[src/rtl/dwrr_flow_scheduler.sv]
// Deficit-weighted round-robin flow selector for the segment buffer read path.
// Per-flow credit state lives in dwrr_flow_slot instances. The top-level FSM walks
// rr_ptr and issues one strobe per cycle to the slot that rr_ptr points at.

module dwrr_flow_slot #(
  parameter int MAX_CREDIT_W = 6,
  parameter int DEF_W        = MAX_CREDIT_W + 2,
  parameter int QUANTUM_RST  = 4
) (
  input  logic                     clk,
  input  logic                     rstn,
  input  logic                     cfg_we,
  input  logic [MAX_CREDIT_W-1:0]  cfg_quantum,
  input  logic                     clr,
  input  logic                     add,
  input  logic                     drop,
  input  logic                     dec,
  output logic [MAX_CREDIT_W-1:0]  quantum,
  output logic signed [DEF_W-1:0]  deficit,
  output logic                     visited
);
  localparam logic signed [DEF_W-1:0] DEF_MAX = {1'b0, {(DEF_W-1){1'b1}}};
  localparam logic signed [DEF_W-1:0] DEF_MIN = {1'b1, {(DEF_W-1){1'b0}}};
  localparam logic signed [DEF_W-1:0] DEF_ONE = DEF_W'(1);

  logic [DEF_W:0]          sum;
  logic signed [DEF_W-1:0] add_sat;
  logic signed [DEF_W-1:0] dec_sat;

  // Saturating top-up and per-segment charge. The quantum is never negative,
  // so the add can only overflow upward and the decrement only downward.
  always_comb begin
    sum     = {deficit[DEF_W-1], deficit} + {{(DEF_W+1-MAX_CREDIT_W){1'b0}}, quantum};
    add_sat = (sum[DEF_W:DEF_W-1] == 2'b01) ? DEF_MAX : sum[DEF_W-1:0];
    dec_sat = (deficit == DEF_MIN) ? DEF_MIN : deficit - DEF_ONE;
  end

  // Quantum register plus deficit/visited update. Strobes are mutually exclusive
  // by construction; an add on a cfg edge sees the old quantum.
  always_ff @(posedge clk or negedge rstn) begin
    if (!rstn) begin
      quantum <= MAX_CREDIT_W'(QUANTUM_RST);
      deficit <= '0;
      visited <= 1'b0;
    end else begin
      if (cfg_we) quantum <= cfg_quantum;
      if (clr) begin
        deficit <= '0;
        visited <= 1'b0;
      end else if (add) begin
        deficit <= add_sat;
        visited <= 1'b1;
      end else if (drop) begin
        visited <= 1'b0;
      end else if (dec) begin
        deficit <= dec_sat;
      end
    end
  end
endmodule

module dwrr_flow_scheduler #(
  parameter int FLOWS_W      = 3,
  parameter int MAX_CREDIT_W = 6,
  parameter int QUANTUM_RST  = 4
) (
  input  logic                    clk,
  input  logic                    rstn,
  input  logic [2**FLOWS_W-1:0]   flow_nonempty,
  output logic                    grant_valid,
  input  logic                    grant_ready,
  output logic [FLOWS_W-1:0]      grant_flow,
  input  logic                    seg_done,
  input  logic                    seg_last,
  output logic                    active,
  input  logic                    cfg_wr,
  input  logic [FLOWS_W-1:0]      cfg_flow,
  input  logic [MAX_CREDIT_W-1:0] cfg_quantum
);
  localparam int FLOWS = 2**FLOWS_W;
  localparam int DEF_W = MAX_CREDIT_W + 2;

  typedef enum logic [1:0] {IDLE, SCAN, GRANT, ACTIVE} state_t;
  state_t state;

  logic [FLOWS_W-1:0]                  rr_ptr;
  logic [FLOWS-1:0][MAX_CREDIT_W-1:0]  quantum;
  logic [FLOWS-1:0][DEF_W-1:0]         deficit;
  logic [FLOWS-1:0]                    visited, eligible, pos;
  logic [FLOWS-1:0]                    clr, add, drop, dec, cfg_we;
  logic                                any_elig, cur_elig, cur_vis, cur_pos;

  genvar i;
  generate
    for (i = 0; i < FLOWS; i++) begin : g_flow
      logic sel;
      assign eligible[i] = flow_nonempty[i] && (quantum[i] != '0);
      assign pos[i]      = !deficit[i][DEF_W-1] && (|deficit[i]);
      assign sel         = (state == SCAN) && any_elig && (rr_ptr == FLOWS_W'(i));
      assign clr[i]      = sel && !eligible[i];
      assign add[i]      = sel && eligible[i] && !visited[i];
      assign drop[i]     = sel && eligible[i] && visited[i] && !pos[i];
      assign dec[i]      = (state == ACTIVE) && seg_done && (grant_flow == FLOWS_W'(i));
      assign cfg_we[i]   = cfg_wr && (cfg_flow == FLOWS_W'(i));

      dwrr_flow_slot #(
        .MAX_CREDIT_W (MAX_CREDIT_W),
        .DEF_W        (DEF_W),
        .QUANTUM_RST  (QUANTUM_RST)
      ) u_slot (
        .clk         (clk),
        .rstn        (rstn),
        .cfg_we      (cfg_we[i]),
        .cfg_quantum (cfg_quantum),
        .clr         (clr[i]),
        .add         (add[i]),
        .drop        (drop[i]),
        .dec         (dec[i]),
        .quantum     (quantum[i]),
        .deficit     (deficit[i]),
        .visited     (visited[i])
      );
    end
  endgenerate

  assign any_elig = |eligible;
  assign cur_elig = eligible[rr_ptr];
  assign cur_vis  = visited[rr_ptr];
  assign cur_pos  = pos[rr_ptr];

  // Scheduler FSM: one scan action per cycle, rr_ptr stays put across a packet so
  // a flow with remaining credit is regranted straight after seg_last.
  always_ff @(posedge clk or negedge rstn) begin
    if (!rstn) begin
      state       <= IDLE;
      rr_ptr      <= '0;
      grant_valid <= 1'b0;
      grant_flow  <= '0;
      active      <= 1'b0;
    end else begin
      case (state)
        IDLE: if (any_elig) state <= SCAN;
        SCAN: begin
          if (!any_elig) begin
            state <= IDLE;
          end else if (!cur_elig) begin
            rr_ptr <= rr_ptr + 1'b1;
          end else if (cur_vis) begin
            if (cur_pos) begin
              grant_flow  <= rr_ptr;
              grant_valid <= 1'b1;
              state       <= GRANT;
            end else begin
              rr_ptr <= rr_ptr + 1'b1;
            end
          end
        end
        GRANT: if (grant_ready) begin
          grant_valid <= 1'b0;
          active      <= 1'b1;
          state       <= ACTIVE;
        end
        ACTIVE: if (seg_done && seg_last) begin
          active <= 1'b0;
          state  <= SCAN;
        end
        default: state <= IDLE;
      endcase
    end
  end

  a_no_charge_outside_active: assert property (@(posedge clk) disable iff (!rstn)
    (state != ACTIVE) |-> (dec == '0));
  a_grant_only_in_grant: assert property (@(posedge clk) disable iff (!rstn)
    grant_valid == (state == GRANT));
endmodule
[config.mk]
export PLATFORM = sky130hd
export DESIGN_NAME = dwrr_flow_scheduler
export DESIGN_NICKNAME = d
export VERILOG_FILES = /design/src/rtl/dwrr_flow_scheduler.sv
export SDC_FILE = /design/constraint.sdc
export NUM_CORES = 1
export LEC_CHECK = 0
export ABC_AREA = 1
export CORE_ASPECT_RATIO = 1.75
export CORE_MARGIN = 4
export CORE_UTILIZATION = 50
export DETAILED_ROUTE_END_ITERATION = 12
export PLACE_DENSITY = 0.74
export RECOVER_POWER = 25
export SLEW_MARGIN = 10
export SYNTH_ARGS = -nofsm -noshare
export SYNTH_HDL_FRONTEND = slang
export SYNTH_HIERARCHICAL = 1
export SYNTH_SLANG_ARGS = --single-unit
[constraint.sdc]
create_clock -name clk -period 3.25 [get_ports clk]
set_clock_uncertainty 0.1 [all_clocks]
set_input_delay 0.4875 -clock clk [delete_from_list [all_inputs] [get_ports clk]]
set_output_delay 0.4875 -clock clk [all_outputs]
set_load 0.02 [all_outputs]
=== Word-level counts from Yosys, hierarchy flattened ===
Cells that the tools add are included.
W data, S select, Z words.

* Div/mod/pow operators: 0
* Eq/ne operators: 60
* Add/subtract/negate cells: 17
* $lt $le $gt $ge: 1
* Bitwise gates (word level): 0
* Shift-type cells: 0
* $mul: 0
* Reductions and logical operators: 167
* Muxes and demuxes: 98

{| class="wikitable"
|+ Operators with widths
! operator !! number
|-
| $mux W8 || 48
|-
| $logic_and A1 B1 Y1 || 83
|-
| $add A8 B7 Y9 || 8
|-
| $reduce_or A8 Y1 || 9
|-
| $eq A8 B8 Y1 const B || 8
|-
| $sub A8 B2 Y8 const B || 8
|-
| $reduce_bool A3 Y1 || 16
|-
| $reduce_bool A6 Y1 || 8
|-
| $eq A3 B3 Y1 const B || 12
|-
| $mux W1 || 34
|-
| $logic_not A1 Y1 || 32
|-
| $ne A3 B1 Y1 const B || 8
|-
| $eq A2 B1 Y1 const B || 9
|-
| $eq A3 B2 Y1 const B || 6
|-
| $reduce_and A2 Y1 || 8
|-
| $mux W2 || 7
|-
| $ne A2 B2 Y1 const B || 7
|-
| $reduce_and A6 Y1 || 2
|-
| $bmux W1 S3 || 3
|-
| $eq A3 B1 Y1 const B || 3
|-
| $logic_not A3 Y1 || 3
|-
| $mux W3 || 3
|-
| $ne A3 B3 Y1 const B || 3
|-
| $pmux W2 S4 || 1
|-
| 10 further kinds || 14
|}

* Bits in registers: 130
* Latch bits: 0
* Output and inout bits: 5
* ROM bits: 0
* Bits in writable memories: 0
* Memories: 0

=== Logic depth before layout (Yosys ltp) ===
Gate-level depths: netlist of run 1.

* Depth after elaboration: 11
* Mapped depth: 19
* Gate-level depth less buffers: 17

=== Hierarchy ===
The synthesis of run 1 kept the hierarchy.

{| class="wikitable"
|+ Modules (own cells, without submodules)
! module !! area each (sq um) !! sequential area each (sq um) !! cells each !! instances
|-
| dwrr_flow_slot at g_flow[0].u_slot ... || 1273.7 || 376.6 || 171 || 4
|-
| dwrr_flow_slot at g_flow[4].u_slot ... || 1251.2 || 376.6 || 168 || 4
|-
| dwrr_flow_scheduler || 1913.1 || 250.2 || 359 || 1
|}

=== Worst setup path after synthesis of run 1 ===
Ideal clock, no wire load.

* Path kind: register to register
* Start: register rr_ptr[0]
* End: register g_flow[2].u_slot.deficit[0]
* Buffers on the path: 2
* Cell stages (with the launch flop): 14
* Setup slack: 920 ps
* Arrival time: 2110 ps
* Setup time: 120 ps
* Path through: dfrtp_1 -> buf_6 -> inv_2 -> buf_6 -> ha_1 -> inv_1 -> nor4_1 -> nor2_2 -> inv_2 -> nor2_4 -> inv_1 -> o21ai_0 -> inv_1 -> a21oi_2

* Elaborated cells between the ends (all ways): 12
* Classes of those cells: eq/ne: 2; mux: 2; reduce/logical: 8

{| class="wikitable"
|+ RTL lines
! item !! line !! RTL
|-
| from (decl) || 86 || <nowiki>logic [FLOWS_W-1:0] rr_ptr;</nowiki>
|-
| from (signal assigned) || 147 || <nowiki>rr_ptr <= rr_ptr + 1'b1;</nowiki>
|-
| from (signal assigned) || 154 || <nowiki>rr_ptr <= rr_ptr + 1'b1;</nowiki>
|-
| $eq A3 B2 Y1 (*) || 99 || <nowiki>assign sel = (state == SCAN) && any_elig && (rr_ptr == FLOWS_W'(i));</nowiki>
|-
| $logic_and A1 B1 Y1 (*) || 99 ||
|-
| $logic_and A1 B1 Y1 (*) || 100 || <nowiki>assign clr[i] = sel && !eligible[i];</nowiki>
|-
| net clr[2] || 90 || <nowiki>logic [FLOWS-1:0] clr, add, drop, dec, cfg_we;</nowiki>
|-
| $ne A3 B1 Y1 (no line) or $reduce_bool A3 Y1 (tied branches) || -- ||
|-
| $reduce_and A2 Y1 (no line) || -- ||
|-
| to (signal assigned) || 51 || <nowiki>deficit <= add_sat;</nowiki>
|-
| to (signal assigned) || 56 || <nowiki>deficit <= dec_sat;</nowiki>
|-
| to (decl) || 19 || <nowiki>output logic signed [DEF_W-1:0] deficit,</nowiki>
|}

The timed path passes the listed nets; every way through them passes the cells marked *.
A chain may end at the register's enable or synchronous reset.

=== Worst setup path after layout of run 1 ===
* Start: register g_flow[3].u_slot.quantum[1]
* End: register g_flow[2].u_slot.deficit[1]

* Cells in the longest elaborated chain, start to end: 10
* Elaborated cells between the ends (all ways): 15
* Classes of those cells: eq/ne: 1; mux: 2; reduce/logical: 12

{| class="wikitable"
|+ RTL lines
! item !! line !! RTL
|-
| from (decl) || 18 || <nowiki>output logic [MAX_CREDIT_W-1:0] quantum,</nowiki>
|-
| from (signal assigned) || 42 || <nowiki>quantum <= MAX_CREDIT_W'(QUANTUM_RST);</nowiki>
|-
| from (signal assigned) || 46 || <nowiki>if (cfg_we) quantum <= cfg_quantum;</nowiki>
|-
| $reduce_bool A6 Y1 || 97 || <nowiki>assign eligible[i] = flow_nonempty[i] && (quantum[i] != '0);</nowiki>
|-
| $logic_and A1 B1 Y1 || 97 ||
|-
| $reduce_or A8 Y1 || 126 || <nowiki>assign any_elig = |eligible;</nowiki>
|-
| $logic_and A1 B1 Y1 (2 in series) || 99 ||
|-
| $logic_and A1 B1 Y1 (3 in series) || 102 || <nowiki>assign drop[i] = sel && eligible[i] && visited[i] && !pos[i];</nowiki>
|-
| net drop[2] || 90 ||
|-
| $ne A3 B1 Y1 (no line) || -- ||
|-
| $reduce_and A2 Y1 (no line) || -- ||
|}

The timed path passes the listed nets, and every way through them passes these cells.

==> results of run 1 <==
worst paths after layout:
kind                                                          from                                 endpoint  slack (ps)
min in group asynchronous                                     rstn  g_flow[6].u_slot/deficit[1]$_DFFE_PN0P_         830
min reg2reg                                   state[1]$_DFFE_PN0P_                     state[1]$_DFFE_PN0P_         440
max reg2reg                g_flow[3].u_slot/quantum[1]$_DFFE_PN0P_  g_flow[2].u_slot/deficit[1]$_DFFE_PN0P_         440
max in group asynchronous                                     rstn  g_flow[1].u_slot/deficit[6]$_DFFE_PN0P_         600
min                                           state[1]$_DFFE_PN0P_                     state[1]$_DFFE_PN0P_         440
max                        g_flow[3].u_slot/quantum[1]$_DFFE_PN0P_  g_flow[2].u_slot/deficit[1]$_DFFE_PN0P_         440
cell type report:
type	count	area [um2]
Clock inverter	9	151
Sequential cell	130	3260
Tap cell	304	380
Clock buffer	23	488
Fill cell	2246	10400
Inverter	285	1070
Multi-Input combinational cell	1273	7450
Timing Repair Buffer	39	358
state kept, by name, summed over array words and instances (netlist names):
name and count:
grant_valid 1, state 2, g_flow.u_slot/quantum 48, active 1, g_flow.u_slot/deficit 64, g_flow.u_slot/visited 8, grant_flow 3, rr_ptr 3
worst max-delay path, stage by stage (launching register included):
cell	delay, ps
dfrtp_1	440
nor2_1	150
nand3_1	140
nand2_1	100
inv_2	60
nor3_2	240
nand2_2	100
nand2_4	130
inv_4	110
nand4_2	90
nor2_1	70
nor2_1	310
nor2_4	110
inv_1	260
o21ai_0	140
inv_1	90
a21oi_2	50
cells in the final DEF (no fill, tap or decap), types with 9 or more instances in the layout:
cell	count
buf_4	10
nand3_1	120
xnor2_1	20
inv_1	220
ha_1	67
clkbuf_16	17
mux2_2	48
nand4_1	16
a21oi_1	25
nand3_2	13
nand2_1	454
nand3b_1	16
clkdlybuf4s50_1	26
a31oi_1	12
nor2_2	36
nor2_1	214
a21oi_2	64
xor2_1	20
o21ai_0	39
inv_2	64
nand2_2	24
nand4_2	9
dfrtp_1	122
per-layer routing:
metal	GRT usage (%)	vias up
met3	2.85	94
li1	-	5483
met5	0	-
met2	45.4	273
met4	13.5	0
met1	24.6	5182
kinds of logic (layout without fill, tap and decap cells):
family / count (synthesis) / in the layout / share of synthesized area, %
xor+xnor: 40 / 40 / 2.92
fa+ha+maj: 75 / 75 / 8.31
flops: 130 / 130 / 27.2
buf+inv: 312 / 356 / 10.8
compound gates: 161 / 161 / 9.86
simple gates: 949 / 949 / 36.5
mux: 48 / 48 / 4.50
report_power, final:
part           leakage (nW)  internal, mW  switching [mW]  total [mW]
Sequential             1.53          2.25            1.08        3.32
Clock                 0.313          1.36           0.752        2.11
Combinational          4.92          2.80            4.40        7.20
Total                  6.77          6.41            6.23        12.6
timing repair:
action | CTS | global route
gates resized for setup | 0 | 0
endpoints found under the hold margin | 50 | 0
hold buffers | 1 | 0
==> summary.txt, run 1 <==
Clocking
  • Clock Path Buffers: 2
  • Root Driver: clkbuf_16
  • Worst-path clk slew: 60 ps
  • Sinks on the clock net: 130
  • CTS buffer count: 17
  • Clk_lat worst skew: approximately 440 ps
  • CTS tree: done
  • Htree depth: 4
  • # Post-CTS Setup Buffers: 0

Placement
  • Placed inst area: between 0.01 and 0.015 mm2
  • Placed cell count: 2030
  • Place WS: 231 ps
  • Post-DP HPWL: between 20000 and 25000 um
  • Placer Congestion: between 0.9 and 1
  • Port-buffer cells: 27

Timing
  • Slew headroom: under 10%
  • FMAX: between 300 and 400 MHz
  • Total negative slack: 0 ps
  • Unrepaired setup endpoints after global routing: no
  • Final hold violations: 0
  • Min Tclk post-route: between 2000 and 3000 ps
  • Final WS setup: 445 ps
  • Slew @ Worst Pin: 1470 ps
  • Slew Limit Fails: 0
  • # setup viols final: 0
  • Fin crit share: between 80% and 90%
  • Hold_ws: about 440 ps

Worst setup path
  • R2R cell count: 16
  • CP Max Fanout: 13
  • Worst path required time: 3480 ps
  • CP startpoint kind: flop
  • Crit Path Class: flop to flop
  • CP Capture Type: flop
  • Worst Path Arrival: 3040 ps

Drt
  • DRT Pass-1 Iters: 5
  • Met3 wire length: just over 1000 um
  • DRC Markers: 0
  • Metal-1 WL: ~12000 um
  • DR vias: 11000
  • Met2 wire length: 16400 um
  • Highest Signal Layer: met4
  • Post-DR wirelength/cell: 14.9 um
  • Drt first-iter violations: 628
  • DRT Wirelength: 30700 um
  • ANT nets after route: 0
  • DR vias/cell: about 5.3

Final layout
  • Layout area overhead: 9.60%
  • Final Core Density: 56.0%
  • Ant. Diodes: 0
  • Final std cells w/o fill: about 2100
  • Final nets: roughly 1800
  • Final instance area: ~0.013 mm2
  • Share of cells above drive strength 1: just under 20%

Logic synthesis
  • Yosys top cell by area: dfrtp_1
  • Number of flops mapped to enable cells by yosys: 0
  • Post-Syn Nets: 1813
  • Cells after synthesis: between 1500 and 2000
  • Most frequent cells after synthesis: 454 x nand2_1, 220 x inv_1, 214 x nor2_1, 122 x dfrtp_1, 120 x nand3_1
  • Synth area leaders: dfrtp_1 25%, nand2_1 14%, ha_1 7.0%
  • Flops & latches, synth: between 100 and 150
  • Syn. warnings: 6
  • Most frequent cell after synthesis: nand2_1
  • Register area share after synthesis: between 20% and 30%
  • Post-synthesis cell area: around 0.012 mm2
  • Mean post-synth cell area: 7.00 um2
  • Top-area cell type share of the netlist area: roughly 25%
  • Synth Flop Type: dfrtp_1
  • Unique masters post-synth: 45
  • Post-synth ARST share: 100%

Global routing
  • First-pass GRT wire length: 51500 um
  • Overall Global Routing Usage: 23.6%
  • Antenna violations before repair: 0
  • GRT Residual Overflow: 0
  • Vias in the first global route: 11100
  • Largest net degree at the start of global routing: 56

Die
  • Die area: 0.0267 mm2
  • Die width: between 100 and 150 um
  • Ports: 28
  • Core area: ~0.024 mm2
  • Die Span Y: 213 um
  • Initial core utilization: between 50% and 60%
  • Rows: 74

Worst hold path
  • Min-delay worst type: flop to flop
  • Worst hold stages: 2

Pwr
  • Leakage power: 6.77 nW
  • Maximum vdd ir drop: around 0.42 mV
  • Tot Pwr: 12.6 mW
  • Power Density: approximately 960 mW/mm2

Status
  • Status: complete, no violations

Job
  • Max cap viols: 0
No activity file was read; power rests on OpenSTA's default activity.
==> run 2: changes to the inputs <==
--- a/config.mk
+++ b/config.mk
@@ -8,9 +8,9 @@
 export ABC_AREA = 1
 export CORE_ASPECT_RATIO = 1.75
 export CORE_MARGIN = 4
-export CORE_UTILIZATION = 50
+export CORE_UTILIZATION = 60
 export DETAILED_ROUTE_END_ITERATION = 12
-export PLACE_DENSITY = 0.74
+export PLACE_DENSITY = 0.85
 export RECOVER_POWER = 25
 export SLEW_MARGIN = 10
 export SYNTH_ARGS = -nofsm -noshare
==> constraint.sdc (replaced) <==
create_clock -name clk -period 2.7 [get_ports clk]
set_clock_uncertainty 0.1 [all_clocks]
set_input_delay 0.405 -clock clk [delete_from_list [all_inputs] [get_ports clk]]
set_output_delay 0.405 -clock clk [all_outputs]
set_load 0.02 [all_outputs]
==> run 2 against run 1 <==
Effect of this change: the flow now finishes with violations (negative setup slack); fmax up 2.6%; final cell count up 1.3%; via count up 8.0%; routed wire length up 10%; global-route usage up 5.1 points; first-iteration DRC count up 41%.
==> summary.txt, run 2 (synthesized netlist as in run 1, its figures left out) <==
Status
  • Status: finished, violations left
  • Failing checks: negative setup slack

Final layout
  • Final Core Density: between 70 and 80%
  • Layout area overhead: 17.8%
  • Fillers: approximately 1400
  • Share of cells above drive strength 1: between 20% and 30%
  • Final std cells w/o fill: 2089
  • Max reg flops: 64
  • Sequential Area: between 0.003 and 0.004 mm2
  • Final nets: 1929
  • Most flops, register: g_flow.u_slot/deficit
  • Biggest regs: g_flow.u_slot/deficit: 64 flops, g_flow.u_slot/quantum: 48 flops, g_flow.u_slot/visited: 8 flops
  • Area of the multi-input gates: just under 0.008 mm2
  • Most common cell after layout, fill and taps aside: nand2_1
  • Ant. Diodes: 0
  • Most frequent cells in the layout: 451 x nand2_1, 216 x inv_1, 172 x nor2_1

Placement
  • Post-DP HPWL: about 24000 um
  • Placed cell count: 2029
  • Place WS: -155 ps
  • Placer Congestion: 0.951
  • Port-buffer cells: 27

Worst hold path
  • Worst hold stages: 2
  • Min-delay worst type: flop to flop
  • End of the worst hold path: grant_valid$_DFFE_PN0P_
  • Hold Startpoint: grant_valid$_DFFE_PN0P_

Drt
  • DRT Pass-1 Iters: 5
  • DRT Wirelength: 33800 um
  • Drt first-iter violations: around 900
  • DRC Markers: 0
  • DR vias: ~12000
  • DR vias/cell: 5.70
  • Post-DR wirelength/cell: 16.2 um
  • ANT nets after route: 0

Timing
  • Total negative slack: -366 ps
  • FMAX: about 370 MHz
  • Slew headroom: between 20% and 30%
  • Fin crit share: 101%
  • Final WS setup: -34.9 ps
  • Min Tclk post-route: roughly 2700 ps
  • Final hold violations: 0
  • Slew Limit Fails: 0
  • # setup viols final: 24
  • Unrepaired setup endpoints after global routing: yes
  • Slew @ Worst Pin: around 1200 ps

Worst setup path
  • CP Capture Type: flop
  • Worst Path Buf+Inv: 5
  • CP Max Fanout: 5
  • Crit Path Class: flop to flop
  • CP max stage delay: 450 ps
  • CP startpoint kind: flop
  • CP delay by family, top: simple AND/OR/NAND/NOR gates
  • Critical path's slowest cell: dfrtp_1
  • R2R cell count: 17
  • Worst Path Arrival: between 2000 and 3000 ps
  • Reg2reg start: g_flow[0].u_slot/quantum[4]$_DFFE_PN0P_
  • Worst path required time: just under 3000 ps
  • Crit-path cells: nor2_1 -> nand3_1 -> nand2_1 -> nand2_2 -> nor3_4 -> nand2_4 -> nand2_8 -> buf_6 -> nor4_2 -> buf_4 -> nor2_4 -> inv_2 -> nor2_4 -> buf_12 -> clkinvlp_4 -> nor2_1 -> a21oi_2
  • R2R setup slack: -30 ps
  • Worst r2r dst: g_flow[0].u_slot/deficit[2]$_DFFE_PN0P_

Clocking
  • Sinks on the clock net: 130
  • Htree depth: 4
  • Clk_lat worst skew: between 400 and 500 ps
  • Clock Path Buffers: 2
  • CTS tree: done
  • CTS buffer count: 17
  • Worst-path clk slew: 60 ps
  • Root Driver: clkbuf_16

Global routing
  • First-pass GRT wire length: around 52000 um
  • Overall Global Routing Usage: between 20% and 30%
  • Antenna violations before repair: 0
  • Vias in the first global route: roughly 11000
  • GRT Residual Overflow: 0
  • Largest net degree at the start of global routing: 64

Die
  • Die width: about 110 um
  • Initial core utilization: roughly three fifths
  • Die Span Y: between 150 and 200 um
  • Core area: 0.0197 mm2
  • Ports: 28
  • Rows: just under 70
  • Die area: ~0.022 mm2

Pwr
  • Switching share of power: approximately half
  • Switching pwr: 8.14 mW
  • Int Pwr: 8.17 mW
  • Maximum vdd ir drop: 0.615 mV
  • Power Density: about 1200 mW/mm2
  • Leakage power: 7.22 nW
  • Flop pwr share: between 20% and 30%
  • Clk pwr share: approximately 16%
  • Power share of the combinational group: 59.7%

Job
  • Max cap viols: 0
## run 2: cell types whose count changed in the layout (fill, tap and decap cells not counted), moves of 8 or more
cell	previous run	this run
buf_4	10	80
nor2_1	214	172
nor2_2	36	66
o21ai_0	39	24
nor2_4	5	17
buf_6	0	8
o21ai_2	4	12
## run 2: cell type report
cell class | count | share of cell area, %
inverter | 285 | 7.79
multi-input combinational | 1274 | 55.0
clock buffer | 18 | 3.10
sequential | 130 | 23.1
timing repair inverter | 4 | 0.186
tap | 245 | 2.17
timing repair buffer | 119 | 7.25
clock inverter | 14 | 1.41
## run 2: worst register-to-register path, cell delays in order, from the launching register on
cell,delay [ps]
dfrtp_1,450
nor2_1,140
nand3_1,120
nand2_1,120
nand2_2,70
nor3_4,310
nand2_4,140
nand2_8,120
buf_6,110
nor4_2,30
buf_4,150
nor2_4,110
inv_2,60
nor2_4,160
buf_12,120
clkinvlp_4,130
nor2_1,150
a21oi_2,40
## run 2: power by group through the flow
stage                     Sequential [mW]  Combinational [mW]  Clock, mW
final                                4.00                9.74       2.56
after global routing                 4.11                10.8       2.65
after CTS                            3.92                8.99       2.57
after detailed placement             3.94                8.86          0
after global placement               3.90                8.54          0
after floorplan                      3.51                7.24          0
## run 2: layer usage
layer  track usage [%]  up-vias  part of all wire, %
li1                  -     5655                    -
met1              29.8     5602                   36
met2              53.4      476                   53
met3              3.88      180                  4.4
met4              17.0        0                  6.7
met5                 0        -                    0
## run 2: how the worst max path moves through the flow
stage | start | to | slack, ps | cells past startpoint
global placement | flow_nonempty[3] | g_flow[1].u_slot/deficit[0]$_DFFE_PN0P_ | -100 | 15
detailed placement | flow_nonempty[3] | g_flow[1].u_slot/deficit[5]$_DFFE_PN0P_ | -160 | 15
finish | g_flow[0].u_slot/quantum[4]$_DFFE_PN0P_ | g_flow[0].u_slot/deficit[2]$_DFFE_PN0P_ | -30 | 17
global route | g_flow[0].u_slot/quantum[3]$_DFFE_PN0P_ | g_flow[2].u_slot/deficit[0]$_DFFE_PN0P_ | -150 | 17
floorplan | rr_ptr[0]$_DFFE_PN0P_ | g_flow[2].u_slot/deficit[0]$_DFFE_PN0P_ | 370 | 13
CTS | g_flow[1].u_slot/quantum[1]$_DFFE_PN0P_ | g_flow[1].u_slot/deficit[5]$_DFFE_PN0P_ | 20 | 16
## run 2: what timing repair did
action                                  CTS  global route
hold endpoints to repair                 39             0
endpoints found under the setup margin    0            61
setup buffers                             0            23
hold buffers                              1             0
gates resized for setup                   0           125
## run 2: through the flow
step | total power, mW | hold slack (ps) | area [um2]
after floorplan | 10.7 | 9.41 | 12000
after global placement | 12.4 | 250 | 12900
after detailed placement | 12.8 | 257 | 12900
after CTS | 15.5 | 360 | 13600
after global routing | 17.6 | 468 | 14200
final | 16.3 | 424 | 14200
